### src/rtl/down_counter_timer_pkg.sv
// Shared types and default sizing for the down-counting timer.
package down_counter_timer_pkg;

  localparam int DEF_WIDTH      = 4;
  localparam int DEF_PRESCALE_W = 4;

  typedef enum logic [1:0] {
    IDLE = 2'd0,
    RUN  = 2'd1,
    DONE = 2'd2
  } state_t;

endpackage

### src/rtl/down_counter_timer_prescaler.sv
// Clock divider: ticks once every prescale+1 enabled cycles.
import down_counter_timer_pkg::*;

module timer_prescaler #(
  parameter int PRESCALE_W = DEF_PRESCALE_W
) (
  input  logic                  clk,
  input  logic                  rst,
  input  logic                  clr,
  input  logic                  en,
  input  logic [PRESCALE_W-1:0] prescale,
  output logic                  tick
);

  logic [PRESCALE_W-1:0] cnt;

  // Compare against the live setting; a shrunk setting below cnt lets cnt wrap before matching.
  assign tick = en && (cnt == prescale);

  // Divider count: cleared on request, restarts after every tick.
  always_ff @(posedge clk or posedge rst) begin
    if (rst)       cnt <= '0;
    else if (clr)  cnt <= '0;
    else if (en)   cnt <= tick ? '0 : cnt + 1'b1;
  end

endmodule

### src/rtl/down_counter_timer.sv
// Programmable down-counting timer with one-shot / auto-reload modes and stop/resume.
import down_counter_timer_pkg::*;

module down_counter_timer #(
  parameter int WIDTH      = DEF_WIDTH,
  parameter int PRESCALE_W = DEF_PRESCALE_W
) (
  input  logic                  clk,
  input  logic                  rst,
  input  logic                  load,
  input  logic [WIDTH-1:0]      load_val,
  input  logic                  start,
  input  logic                  stop,
  input  logic                  auto_reload,
  input  logic [PRESCALE_W-1:0] prescale,
  output logic [WIDTH-1:0]      count,
  output logic                  busy,
  output logic                  tc
);

  state_t           state, state_n;
  logic [WIDTH-1:0] count_n, reload_reg, reload_n;
  logic             tc_n;
  logic             tick;
  logic             pre_clr;

  // The divider only runs in RUN; every entry into RUN therefore starts from zero.
  assign pre_clr = load || stop || (state != RUN);

  timer_prescaler #(.PRESCALE_W(PRESCALE_W)) u_prescaler (
    .clk      (clk),
    .rst      (rst),
    .clr      (pre_clr),
    .en       (state == RUN),
    .prescale (prescale),
    .tick     (tick)
  );

  // State, count, reload value and terminal pulse registers.
  always_ff @(posedge clk or posedge rst) begin
    if (rst) begin
      state      <= IDLE;
      count      <= '0;
      reload_reg <= '0;
      tc         <= 1'b0;
    end else begin
      state      <= state_n;
      count      <= count_n;
      reload_reg <= reload_n;
      tc         <= tc_n;
    end
  end

  assign busy = (state == RUN);

  // Next-state logic; load outranks stop, which outranks start.
  always_comb begin
    state_n  = state;
    count_n  = count;
    reload_n = reload_reg;
    tc_n     = 1'b0;
    if (load) begin
      reload_n = load_val;
      count_n  = load_val;
      state_n  = IDLE;
    end else begin
      case (state)
        IDLE: begin
          if (start && count != '0) state_n = RUN;
        end
        RUN: begin
          if (stop) begin
            state_n = IDLE;
          end else if (tick) begin
            if (count > WIDTH'(1)) begin
              count_n = count - 1'b1;
            end else if (auto_reload) begin
              count_n = reload_reg;
              tc_n    = 1'b1;
            end else begin
              count_n = '0;
              tc_n    = 1'b1;
              state_n = DONE;
            end
          end
        end
        DONE: begin
          if (start) begin
            count_n = reload_reg;
            state_n = (reload_reg != '0) ? RUN : DONE;
          end
        end
        default: state_n = IDLE;
      endcase
    end
  end

endmodule

### config.mk
export PLATFORM = sky130hd
export DESIGN_NAME = down_counter_timer
export DESIGN_NICKNAME = d
export VERILOG_FILES = /design/src/rtl/down_counter_timer_pkg.sv /design/src/rtl/down_counter_timer_prescaler.sv /design/src/rtl/down_counter_timer.sv
export SDC_FILE = /design/constraint.sdc
export NUM_CORES = 1
export LEC_CHECK = 0
export BUFFER_PORTS_ARGS = -buffer_cell sky130_fd_sc_hd__buf_2
export CAP_MARGIN = 10
export CORE_MARGIN = 3
export CORE_UTILIZATION = 30
export DETAILED_ROUTE_END_ITERATION = 12
export SLEW_MARGIN = 20
export SYNTH_ARGS = -nofsm -noshare
export SYNTH_HDL_FRONTEND = slang
export SYNTH_SLANG_ARGS = --single-unit
### constraint.sdc
create_clock -name clk -period 3.1 [get_ports clk]
set_input_delay 0.465 -clock clk [delete_from_list [all_inputs] [get_ports clk]]
set_output_delay 0.465 -clock clk [all_outputs]
set_load 0.01 [all_outputs]
Word level (Yosys, flattened, before mapping) --
Cells that the tools add are included. W data, S select, Z words.
Operators by class: $add $sub $neg 2, $lt $le $gt $ge 1, equality and inequality tests 11, muxes and demuxes 24, reduce and logical (&&, ||, !) cells 11
Operators by type and width (number):
- $mux W4 | 9
- $mux W2 | 8
- $ne A3 B3 Y1 const B | 4
- $ne A4 B4 Y1 const B | 3
- $pmux W4 S2 | 1
- $reduce_bool A4 Y1 | 2
- $pmux W2 S3 | 1
- $mux W1 | 5
- $reduce_and A5 Y1 | 1
- $add A4 B1 Y4 const B | 1
- $eq A4 B4 Y1 | 1
- $gt A4 B1 Y1 const B | 1
- $reduce_and A4 Y1 | 1
- $sub A4 B1 Y4 const B | 1
- $reduce_bool A3 Y1 | 1
- $eq A2 B1 Y1 const B | 1
- $eq A2 B2 Y1 const B | 1
- $logic_and A1 B1 Y1 | 2
- $logic_not A2 Y1 | 1
- $logic_or A1 B1 Y1 | 2
- $ne A2 B1 Y1 const B | 1
- $reduce_bool A2 Y1 | 1
Storage, ports and cells: register bits 15, output and inout port bits 6, logic and storage cells 54

Logic depth before layout (Yosys ltp) --
Gate-level depths: netlist (run 1).
depth in word-level cells 6, gate-level depth with buffers 7

Modules after synthesis --
Synthesis (run 1) repeated with hierarchy kept, for this count alone.
Unflattened totals: cells, all modules 97, area, all modules 1004.7 um^2
By module, submodules not included:
- down_counter_timer | instances 1, cells each 69, area an instance 700.7 um^2, sequential area each 275.3 um^2
- timer_prescaler | instances 1, cells each 28, area an instance 304.0 um^2, sequential area each 100.1 um^2

Worst setup path before layout (run 1) --
No wires, ideal clock.
path kind register to register, from register count[0], to register count[0], arrival 1.628 ns, path slack 1.347 ns, cell stages (with the launch flop) 8, clock period less this slack 1.753 ns, cells stage by stage dfrtp_1 inv_1 ha_1 or2_0 buf_2 a31oi_1 o221ai_1 mux2_2
Between the ends: longest elaborated chain between the ends 6
Ends and longest elaborated chain:
- start, declared | line down_counter_timer.sv:16 | output logic [WIDTH-1:0] count,
- start signal, assigned | line down_counter_timer.sv:48 | count <= count_n;
- $sub A4 B1 Y4 / $gt A4 B1 Y1 (equally long branches) | line down_counter_timer.sv:76, down_counter_timer.sv:75
- $mux W4 * | line down_counter_timer.sv:75 | if (count > WIDTH'(1)) begin
- $mux W4 * | line down_counter_timer.sv:74 | end else if (tick) begin
- $mux W4 * | line down_counter_timer.sv:72 | if (stop) begin
- $pmux W4 S2 * | line down_counter_timer.sv:67 | case (state)
- $mux W4 * | line down_counter_timer.sv:62 | if (load) begin
Every way passes the cells marked *; elsewhere a longest branch is shown, timed or not. The select of a mux whose other input is x is not followed. A chain may end at the register's enable or synchronous reset.

Final worst setup path (run 1) --
from register count[0], to register count[2]
Same word-level chain as after synthesis.

==> run_results.csv, run 1 <==
group,metric,value,unit
power_and_ir_drop,power.switching,0.000193,W
worst_setup_path,worst-endpoint-required,3270,ps
synthesis,synth.yosys.seq_area_share,40.9,%
power_and_ir_drop,internal_power,0.000350,W
global_route,vias_in_the_first_global_route,744,
worst_setup_path,worstSetupStartpointType,"flop",
placement,placement.cell_area,1020,um2
finish,antenna-diode-count,0,
floorplanning,row_cnt,19,
synthesis,mappedNetlistArea,917,um2
finish,post_route_cell_area,1050,um2
routing,first_pass_iters,4,
routing,detail-route-antenna-nets,0,
status,outcome,"finished, final reports clean",
power_and_ir_drop,power_per_cell_area,519,nW/um2
global_route,grt-ovfl-total,0,
min_path,hp-class,"primary input to asynchronous set/reset pin",
global_route,grt_max_degree,21,
routing,post_drt_wl_per_cell,13.4,um
clock_tree,cts_inserted_buffers,3,
worst_setup_path,worst-path-max-fanout,6,
synthesis,synth.net_count,110,
routing,detail_route.vias_per_cell,5.22,
placement,io_buffers,19,
clock_tree,htree_num_levels,1,
finish,areaGrowthSynthToFinish,14.1,%
clock_tree,cts_setup_buffers,0,
finish,layout.cells.most_common_list,"buf_2 (19), dfrtp_1 (15), nand2_1 (6)",
finish,final_common_cell,"buf_2",
clock_tree,clockRootBuffer,"clkbuf_4",
timing,timing.final.crit_share,61.4,%
timing,timing_hold_violations_final,0,
floorplanning,dieWidth,61.3,um
timing,final_max_slew_viol_count,0,
global_route,grt_first_pass_wirelength,3.15,mm
timing,timing.setup.tns,0,ps
power_and_ir_drop,seq_power_share,45.4,%
placement,gp_congestion,0.746,
timing,finClkSkew,4.77,ps
synthesis,yosysWarningCount,0,
worst_setup_path,crit_path_end_kind,"flop",
clock_tree,worstSkewPairLatency,280,ps
timing,worst-slew-pin-transition,580,ps
clock_tree,ctsHoldBuffers,0,
power_and_ir_drop,p_sw_share,35.6,%
power_and_ir_drop,static_leakage_power,0.499,nW
timing,fmax,0.526,GHz
clock_tree,cts.sinks,15,
routing,drc,0,
floorplanning,design.portCount,20,
global_route,antenna_found_initial,0,
power_and_ir_drop,clockPowerShare,20.4,%
power_and_ir_drop,max-vdd-ir-drop,267,uV
floorplanning,initial_standard_cell_utilization_of_the_core,32.4,%
routing,vias,741,
clock_tree,cts_repair_resize_count,0,
timing,grt_setup_unrepaired,"no",
floorplanning,design.die.area,3760,um2
floorplanning,die_h,61.3,um
finish,nFillCells,305,
synthesis,postSynthAreaPerCell,9.97,um2
clock_tree,clock_slew_at_reported_path_ffs,90,ps
routing,finalWirelength,1.90,mm
timing,final.min_clock_period,1900,ps
finish,fin_nets,130,
worst_setup_path,criticalPathCategory,"flop to flop",
synthesis,postSynthCellCount,92,
finish,final_layout_size_suffix_gt1_share,26.1,%
clock_tree,maximum_buffer_depth_of_the_clock_tree,2,
placement,post-dp-hpwl,1.51,mm
worst_setup_path,crit_arrival,2070,ps
global_route,global_route.usage.total,11.4,%
routing,detailedRoute.firstIterationViolations,24,
finish,postLayoutCoreUtil,37.0,%
clock_tree,cts_tree,"done",
synthesis,synth_cell_types,38,
synthesis,ys_seq_elements,15,
power_and_ir_drop,pwr-share-comb,34.2,%
timing,finalSetupViolations,0,
run,drv_cap,0,
timing,timing.max_slew.rel_slack,61.3,%
floorplanning,core-area,2830,um2
[cells in the mapped netlist, drive strengths merged]
cell type  number  share of area, %
dfrtp          15                41
nand3           1              0.55
nor3            2               1.1
nor2b           2               1.4
a221oi          3               2.9
o21a            1              0.82
nand2           6               2.5
and3            1              0.68
nor2            5               2.0
nand2b          4               2.7
a211oi          1              0.82
buf             4               3.5
a2111oi         2               1.9
ha              4               5.5
o211ai          1              0.82
o32ai           1              0.96
o221ai          2               1.9
or2b            1              0.82
xnor2           5               4.8
xor2            2               1.9
or2             1              0.68
nand4           1              0.68
a31o            1              0.96
nor4            1              0.68
o21ai           1              0.96
and2b           3               2.6
mux2            3               3.7
a21o            2               1.6
a31oi           1              0.68
o22ai           1              0.68
or4             1              0.82
o31ai           1              0.82
a21oi           5               2.7
inv             5               2.0
or3b            1              0.96
a211o           1              0.96
[power by group through the flow]
stage / clock network, W / registers, W / logic (W)
floorplan: 0 / 0.000253 / 0.000132
global placement: 0 / 0.000250 / 0.000186
detailed placement: 0 / 0.000251 / 0.000189
CTS: 0.000117 / 0.000247 / 0.000190
global route: 0.000126 / 0.000252 / 0.000211
finish: 0.000111 / 0.000247 / 0.000186
[kinds of logic after synthesis]
family | share of synthesized area [%]
compound gates | 19.5
fa+ha+maj | 5.46
flops | 40.9
simple gates | 18.1
buf+inv | 5.59
mux | 3.68
xor+xnor | 6.68
[final cells by class]
class	count	area [um2]	share of cell area (%)
Sequential cell	15	375	35.9
Tap cell	31	38.8	3.71
Clock inverter	1	5.00	0.478
Clock buffer	3	22.5	2.15
Timing Repair Buffer	19	95.1	9.09
Inverter	5	18.8	1.79
Multi-Input combinational cell	68	490	46.9
[worst max-delay path, stage by stage, from the launching register on]
cell      delay (ps)
dfrtp_1          440
inv_1             90
ha_1             220
or2_0            310
a31o_2           300
a221oi_1         310
o22ai_1          120
[final timing paths]
check	from	to	slack, ps	cells past startpoint
min in group clk	load_val[1]	reload_reg[1]$_DFFE_PP0P_	400	3
min	rst	u_prescaler.cnt[3]$_DFFE_PP0P_	220	2
min reg2reg	reload_reg[1]$_DFFE_PP0P_	reload_reg[1]$_DFFE_PP0P_	520	2
max reg2reg	count[0]$_DFFE_PP0P_	count[2]$_DFFE_PP0P_	1200	6
max	count[0]$_DFFE_PP0P_	count[2]$_DFFE_PP0P_	1200	6
max in group asynchronous	rst	reload_reg[2]$_DFFE_PP0P_	2500	2
[layer usage]
layer / vias up / share of wire, % / global-route usage (%)
met2: 20 / 50 / 20.4
met4: 0 / 0.47 / 1.86
met5: - / 0 / 0
li1: 372 / - / -
met3: 2 / 5.4 / 3.77
met1: 347 / 44 / 13.5
[metrics by stage]
stage          power [W]  setup slack, ps  std cells  hold slack (ps)
2_1_floorplan   0.000385             1350         92              366
5_1_grt         0.000589              984        142              261
3_5_place_dp    0.000440             1190        138              504
4_1_cts         0.000554             1190        142              246
6_report        0.000543             1200        142              222
3_3_place_gp    0.000436             1280        138              499
Power figures use the tool's default switching activity.
==> inputs of run 2 (changes only) <==
--- a/config.mk
+++ b/config.mk
@@ -5,6 +5,7 @@
 export SDC_FILE = /design/constraint.sdc
 export NUM_CORES = 1
 export LEC_CHECK = 0
+export ABC_AREA = 1
 export BUFFER_PORTS_ARGS = -buffer_cell sky130_fd_sc_hd__buf_2
 export CAP_MARGIN = 10
 export CORE_MARGIN = 3
==> constraint.sdc (replaced) <==
create_clock -name clk -period 1.8 [get_ports clk]
set_input_delay 0.27 -clock clk [delete_from_list [all_inputs] [get_ports clk]]
set_output_delay 0.27 -clock clk [all_outputs]
set_load 0.01 [all_outputs]
==> run 2 against run 1 <==
Net effect: via count rose by 23%; setup slack got worse by 940 ps; clock skew rose by 0.95 ps; combinational power rose to 4.1 times the previous value; first-iteration DRC count rose by 42%; critical path depth rose by 6; total power rose to 2.7 times the previous value; cell count rose by 52%; sequential cell count did not move; sequential power rose by 100%; synthesized area rose by 17%; register-to-register slack got worse by 940 ps; highest routed layer unchanged.
==> run_results.csv, run 2 <==
group,metric,value,unit
finish,final_common_cell,"nand2_1",
timing,layout_setup_ws,260,ps
finish,fin_nets,189,
worst_setup_path,timing.critical_path.cells,"inv_1 -> ha_1 -> inv_1 -> nand2_1 -> nand2_2 -> nand2_4 -> nor2_1 -> nand2_1 -> nand2_1 -> nand2_1 -> nand2_1 -> nand2_1",
clock_tree,clockRootBuffer,"clkbuf_4",
clock_tree,cts_setup_buffers,0,
clock_tree,cts.sinks,15,
power_and_ir_drop,p_sw_share,46.1,%
synthesis,synth.top_cells.by_area,"dfrtp_1 (35%), nand2_1 (18%), inv_1 (7.3%)",
synthesis,ys_seq_elements,15,
routing,routed-wl-met2,974,um
global_route,antenna_found_initial,0,
finish,areaGrowthSynthToFinish,16.2,%
power_and_ir_drop,max-vdd-ir-drop,370,uV
timing,final.min_clock_period,1540,ps
worst_setup_path,rrSetupSlack,260,ps
power_and_ir_drop,power.switching,0.000674,W
routing,post_drt_wl_per_cell,9.86,um
floorplanning,initial_standard_cell_utilization_of_the_core,31.7,%
timing,timing.setup.tns,0,ps
synthesis,share_of_async_settable_or_async_resettable_flops_after_synthesis,100,%
routing,detailedRoute.firstIterationViolations,34,
power_and_ir_drop,seq_power_share,34.1,%
synthesis,postSynthAreaPerCell,7.25,um2
run,drv_cap,0,
worst_setup_path,worst-endpoint-required,1990,ps
placement,gp_congestion,0.793,
timing,worst-slew-pin-transition,627,ps
synthesis,yosys.area.top_type,"dfrtp_1",
synthesis,synthTopCellsByCount,"nand2_1 (52), inv_1 (21), dfrtp_1 (15)",
worst_setup_path,crit_arrival,1730,ps
timing,finalSetupViolations,0,
global_route,grt-ovfl-total,0,
finish,final_layout_size_suffix_gt1_share,27.6,%
routing,finalWirelength,2.13,mm
worst_setup_path,worst-path-max-fanout,7,
placement,pre_cts_slack,264,ps
synthesis,mappedNetlistArea,1070,um2
timing,final_max_slew_viol_count,0,
finish,layout.cells.most_common_list,"nand2_1 (52), inv_1 (21), buf_2 (19)",
placement,io_buffers,19,
worst_setup_path,timing.critical_path.slowest_stage_cell,"dfrtp_1",
clock_tree,cts_repair_resize_count,0,
power_and_ir_drop,pwr-share-comb,52.3,%
worst_setup_path,critical_path.top_delay_family,"simple AND/OR/NAND/NOR gates",
min_path,hp-class,"primary input to asynchronous set/reset pin",
worst_setup_path,crit_path_frequent_cell,"nand2_1",
power_and_ir_drop,power_per_cell_area,1170,nW/um2
global_route,grt_max_degree,16,
clock_tree,maximum_buffer_depth_of_the_clock_tree,2,
synthesis,postSynth.topFlopCell,"dfrtp_1",
floorplanning,row_cnt,21,
synthesis,yosysWarningCount,0,
routing,drc,0,
clock_tree,cts_inserted_buffers,3,
placement,post-dp-hpwl,1.70,mm
synthesis,synth_top_cell_area_share,35.0,%
finish,antenna-diode-count,0,
timing,timing.final.crit_share,85.6,%
routing,detail_route.vias_per_cell,4.22,
routing,detail-route-antenna-nets,0,
power_and_ir_drop,static_leakage_power,0.678,nW
global_route,vias_in_the_first_global_route,827,
status,outcome,"finished, final reports clean",
timing,timing_hold_violations_final,0,
floorplanning,dieWidth,65.8,um
routing,wl_met3,76,um
worst_setup_path,critical_path_buf_inv_count,2,
timing,grt_setup_unrepaired,"no",
timing,timing.max_slew.rel_slack,58.2,%
synthesis,synth_cell_types,24,
floorplanning,die_h,65.8,um
worst_setup_path,crit_path_end_kind,"flop",
routing,m1WireLength,1.06,mm
clock_tree,htree_num_levels,1,
synthesis,synth.yosys.seq_area_share,35.0,%
synthesis,synth.most_common_cell,"nand2_1",
synthesis,synth.net_count,166,
floorplanning,core-area,3390,um2
routing,topRoutingLayerUsed,"met4",
clock_tree,clock_slew_at_reported_path_ffs,100,ps
power_and_ir_drop,internal_power,0.000787,W
timing,whs,48.6,ps
global_route,global_route.usage.total,10.8,%
power_and_ir_drop,clockPowerShare,13.6,%
clock_tree,ctsHoldBuffers,0,
timing,finClkSkew,5.71,ps
floorplanning,design.portCount,20,
worst_setup_path,worstSetupStartpointType,"flop",
synthesis,synth-edff-count,0,
worst_setup_path,criticalPathCategory,"flop to flop",
routing,vias,912,
global_route,grt_first_pass_wirelength,3.66,mm
timing,fmax,0.649,GHz
routing,first_pass_iters,4,
synthesis,postSynthCellCount,148,
floorplanning,design.die.area,4330,um2
clock_tree,cts_tree,"done",
clock_tree,worstSkewPairLatency,280,ps
worst_setup_path,worst_path_largest_cell_delay,420,ps
run 2: cell count changes after synthesis, moves of 5 or more:
cell / delta
inv_1: +16
a21oi_1: -5
nand2_1: +46
inv_2: +5
o21ai_0: +5
run 2: cell families (layout without fill, tap and decap cells):
group | after synthesis | count (layout) | share of synthesized area, %
buf+inv | 27 | 49 | 9.56
fa+ha+maj | 4 | 4 | 4.66
xor+xnor | 3 | 3 | 2.45
flops | 15 | 15 | 35.0
compound gates | 12 | 12 | 7.34
simple gates | 87 | 87 | 41.0
run 2: worst paths after layout:
path | startpoint | endpoint | cells past startpoint
setup reg to reg | count[0]$_DFFE_PP0P_ | count[3]$_DFFE_PP0P_ | 12
hold / removal | rst | count[2]$_DFFE_PP0P_ | 2
max in group asynchronous | rst | reload_reg[2]$_DFFE_PP0P_ | 2
setup / recovery | count[0]$_DFFE_PP0P_ | count[3]$_DFFE_PP0P_ | 12
hold reg to reg | u_prescaler.cnt[0]$_DFFE_PP0P_ | u_prescaler.cnt[0]$_DFFE_PP0P_ | 1
min in group clk | load_val[0] | reload_reg[0]$_DFFE_PP0P_ | 3
run 2: power by group through the flow:
stage	Sequential, W	Clock, W	Combinational, W
after floorplan	0.000512	0	0.000572
after global placement	0.000504	0	0.000780
after detailed placement	0.000505	0	0.000763
after CTS	0.000499	0.000210	0.000768
after global routing	0.000512	0.000226	0.000886
final	0.000498	0.000199	0.000764
run 2: final cells by class:
type / count / area, um2
clock buffers: 4 / 26.3
fillers: 366 / 2140
inverters: 26 / 97.6
multi-input cells: 106 / 596
flip-flops and latches: 15 / 375
well taps: 46 / 57.6
repair buffers: 19 / 95.1
run 2: worst register-to-register path, cell delays in order (launching register included):
cell and delay [ps]:
dfrtp_1 420, inv_1 90, ha_1 220, inv_1 60, nand2_1 90, nand2_2 120
nand2_4 80, nor2_1 100, nand2_1 50, nand2_1 60, nand2_1 50, nand2_1 60
nand2_1 40
run 2: metrics by stage:
stage / area (um2) / utilization (%) / cells / power (W)
2_1_floorplan: 1070 / - / 148 / 0.00108
3_3_place_gp: 1220 / 36.0 / 212 / 0.00128
3_5_place_dp: 1220 / 36.0 / 212 / 0.00127
4_1_cts: 1250 / 36.8 / 216 / 0.00148
5_1_grt: 1250 / 36.8 / 216 / 0.00162
6_report: 1250 / 36.8 / 216 / 0.00146
run 2: routing by layer:
layer  vias up  global-route usage (%)
li1        497                       -
met1       398                    15.5
met2        15                    16.6
met3         2                    1.02
met4         0                    3.89
met5         -                       0
==> inputs of run 3 (changes only) <==
--- a/config.mk
+++ b/config.mk
@@ -9,7 +9,7 @@
 export BUFFER_PORTS_ARGS = -buffer_cell sky130_fd_sc_hd__buf_2
 export CAP_MARGIN = 10
 export CORE_MARGIN = 3
-export CORE_UTILIZATION = 30
+export CORE_UTILIZATION = 35
 export DETAILED_ROUTE_END_ITERATION = 12
 export SLEW_MARGIN = 20
 export SYNTH_ARGS = -nofsm -noshare
==> run 3 against run 2 <==
Net effect: die area down 13%; critical path type unchanged; non-clock buffer count unchanged; clock-buffer cell count down 1; via count up 4.2%; highest routed layer unchanged; sequential power about the same.
==> run_results.csv, run 3 (synthesized netlist as in run 2, its figures left out) <==
group,metric,value,unit
status,outcome,"finished, final reports clean",
timing,timing.setup.tns,0,ps
placement,placement.cell_area,1200,um2
clock_tree,worstSkewPairLatency,290,ps
clock_tree,maximum_buffer_depth_of_the_clock_tree,2,
floorplanning,core-area,2830,um2
power_and_ir_drop,static_leakage_power,0.680,nW
clock_tree,cts_tree,"done",
min_path,hp-class,"primary input to asynchronous set/reset pin",
clock_tree,clockRootBuffer,"clkbuf_4",
worst_setup_path,crit_arrival,1730,ps
timing,layout_setup_ws,267,ps
placement,gp_congestion,0.883,
timing,finClkSkew,6.32,ps
power_and_ir_drop,power_per_cell_area,1200,nW/um2
floorplanning,design.die.area,3770,um2
clock_tree,htree_num_levels,1,
clock_tree,cts.sinks,15,
floorplanning,dieWidth,61.4,um
global_route,grt-ovfl-total,0,
floorplanning,initial_standard_cell_utilization_of_the_core,37.9,%
timing,timing_hold_violations_final,0,
clock_tree,cts_inserted_buffers,3,
routing,finalWirelength,2.21,mm
finish,postLayoutCoreUtil,43.5,%
clock_tree,cts_setup_buffers,0,
finish,fin_nets,189,
routing,vias,950,
routing,detailedRoute.firstIterationViolations,24,
timing,worst-slew-pin-transition,586,ps
power_and_ir_drop,max-vdd-ir-drop,460,uV
worst_setup_path,regToRegStartpoint,"count[0]$_DFFE_PP0P_",
worst_setup_path,worstSetupStartpointType,"flop",
worst_setup_path,worst-path-max-fanout,7,
routing,first_pass_iters,4,
timing,timing.max_slew.rel_slack,60.9,%
global_route,global_route.usage.total,13.8,%
placement,pre_cts_slack,277,ps
floorplanning,design.portCount,20,
finish,post_route_cell_area,1230,um2
floorplanning,row_cnt,19,
timing,whs,13.9,ps
worst_setup_path,worst-endpoint-required,1990,ps
clock_tree,cts_repair_resize_count,0,
routing,drc,0,
global_route,grt_max_degree,16,
timing,finalSetupViolations,0,
finish,final_layout_size_suffix_gt1_share,28.2,%
finish,antenna-diode-count,0,
routing,detail_route.vias_per_cell,4.73,
run,drv_cap,0,
worst_setup_path,criticalPathCategory,"flop to flop",
global_route,antenna_found_initial,0,
timing,final_max_slew_viol_count,0,
placement,io_buffers,19,
clock_tree,clock_slew_at_reported_path_ffs,110,ps
floorplanning,die_h,61.4,um
timing,final.min_clock_period,1530,ps
timing,fmax,0.652,GHz
finish,areaGrowthSynthToFinish,14.6,%
timing,timing.final.crit_share,85.2,%
worst_setup_path,crit_path_end_kind,"flop",
finish,final_common_cell,"nand2_1",
worst_setup_path,timing.critical_path.from,"count[0]$_DFFE_PP0P_",
placement,post-dp-hpwl,1.84,mm
timing,grt_setup_unrepaired,"no",
global_route,vias_in_the_first_global_route,935,
routing,detail-route-antenna-nets,0,
clock_tree,ctsHoldBuffers,0,
routing,post_drt_wl_per_cell,11.0,um
finish,layout.cells.most_common_list,"nand2_1 (52), inv_1 (21), buf_2 (19)",
global_route,grt_first_pass_wirelength,3.87,mm
run 3: worst paths after layout:
| kind | slack (ps) | endpoint | cells after the start |
|---|---|---|---|
| worst max-delay path | 270 | count[3]$_DFFE_PP0P_ | 12 |
| worst min-delay path | 10 | state[1]$_DFFE_PP0P_ | 2 |
| max in group asynchronous | 1400 | count[0]$_DFFE_PP0P_ | 2 |
| min in group clk | 220 | reload_reg[1]$_DFFE_PP0P_ | 3 |
| worst min register to register | 520 | u_prescaler.cnt[0]$_DFFE_PP0P_ | 1 |
| worst max register to register | 270 | count[3]$_DFFE_PP0P_ | 12 |
run 3: layout make-up:
cell class,count,area (um2)
Fill cell,303,1600
Inverter,26,97.6
Clock inverter,1,5.00
Multi-Input combinational cell,106,596
Timing Repair Buffer,19,95.1
Sequential cell,15,375
Tap cell,31,38.8
Clock buffer,3,22.5
run 3: critical path, stage by stage, from the launching register on:
cell and delay (ps):
dfrtp_1 430, inv_1 100, ha_1 230, inv_1 60
nand2_1 80, nand2_2 110, nand2_4 80, nor2_1 100
nand2_1 50, nand2_1 50, nand2_1 40, nand2_1 60
nand2_1 40
run 3: per-layer routing:
| metal | up-vias | track usage [%] | share of wire (%) |
|---|---|---|---|
| met2 | 16 | 23.3 | 49 |
| met3 | 4 | 2.73 | 3.4 |
| li1 | 492 | - | - |
| met1 | 438 | 17.3 | 46 |
| met5 | - | 0 | 0 |
| met4 | 0 | 5.45 | 1.4 |
run 3: where the power goes:
part	internal (W)	total (W)	switching (W)
sequential	0.000409	0.000498	0.0000894
combinational	0.000292	0.000764	0.000472
clock	0.0000827	0.000209	0.000126
total	0.000783	0.00147	0.000687
run 3: through the flow:
step	power (W)	cells
after global routing	0.00164	201
after floorplan	0.00108	148
final	0.00147	201
after detailed placement	0.00128	197
after global placement	0.00127	197
after CTS	0.00150	201
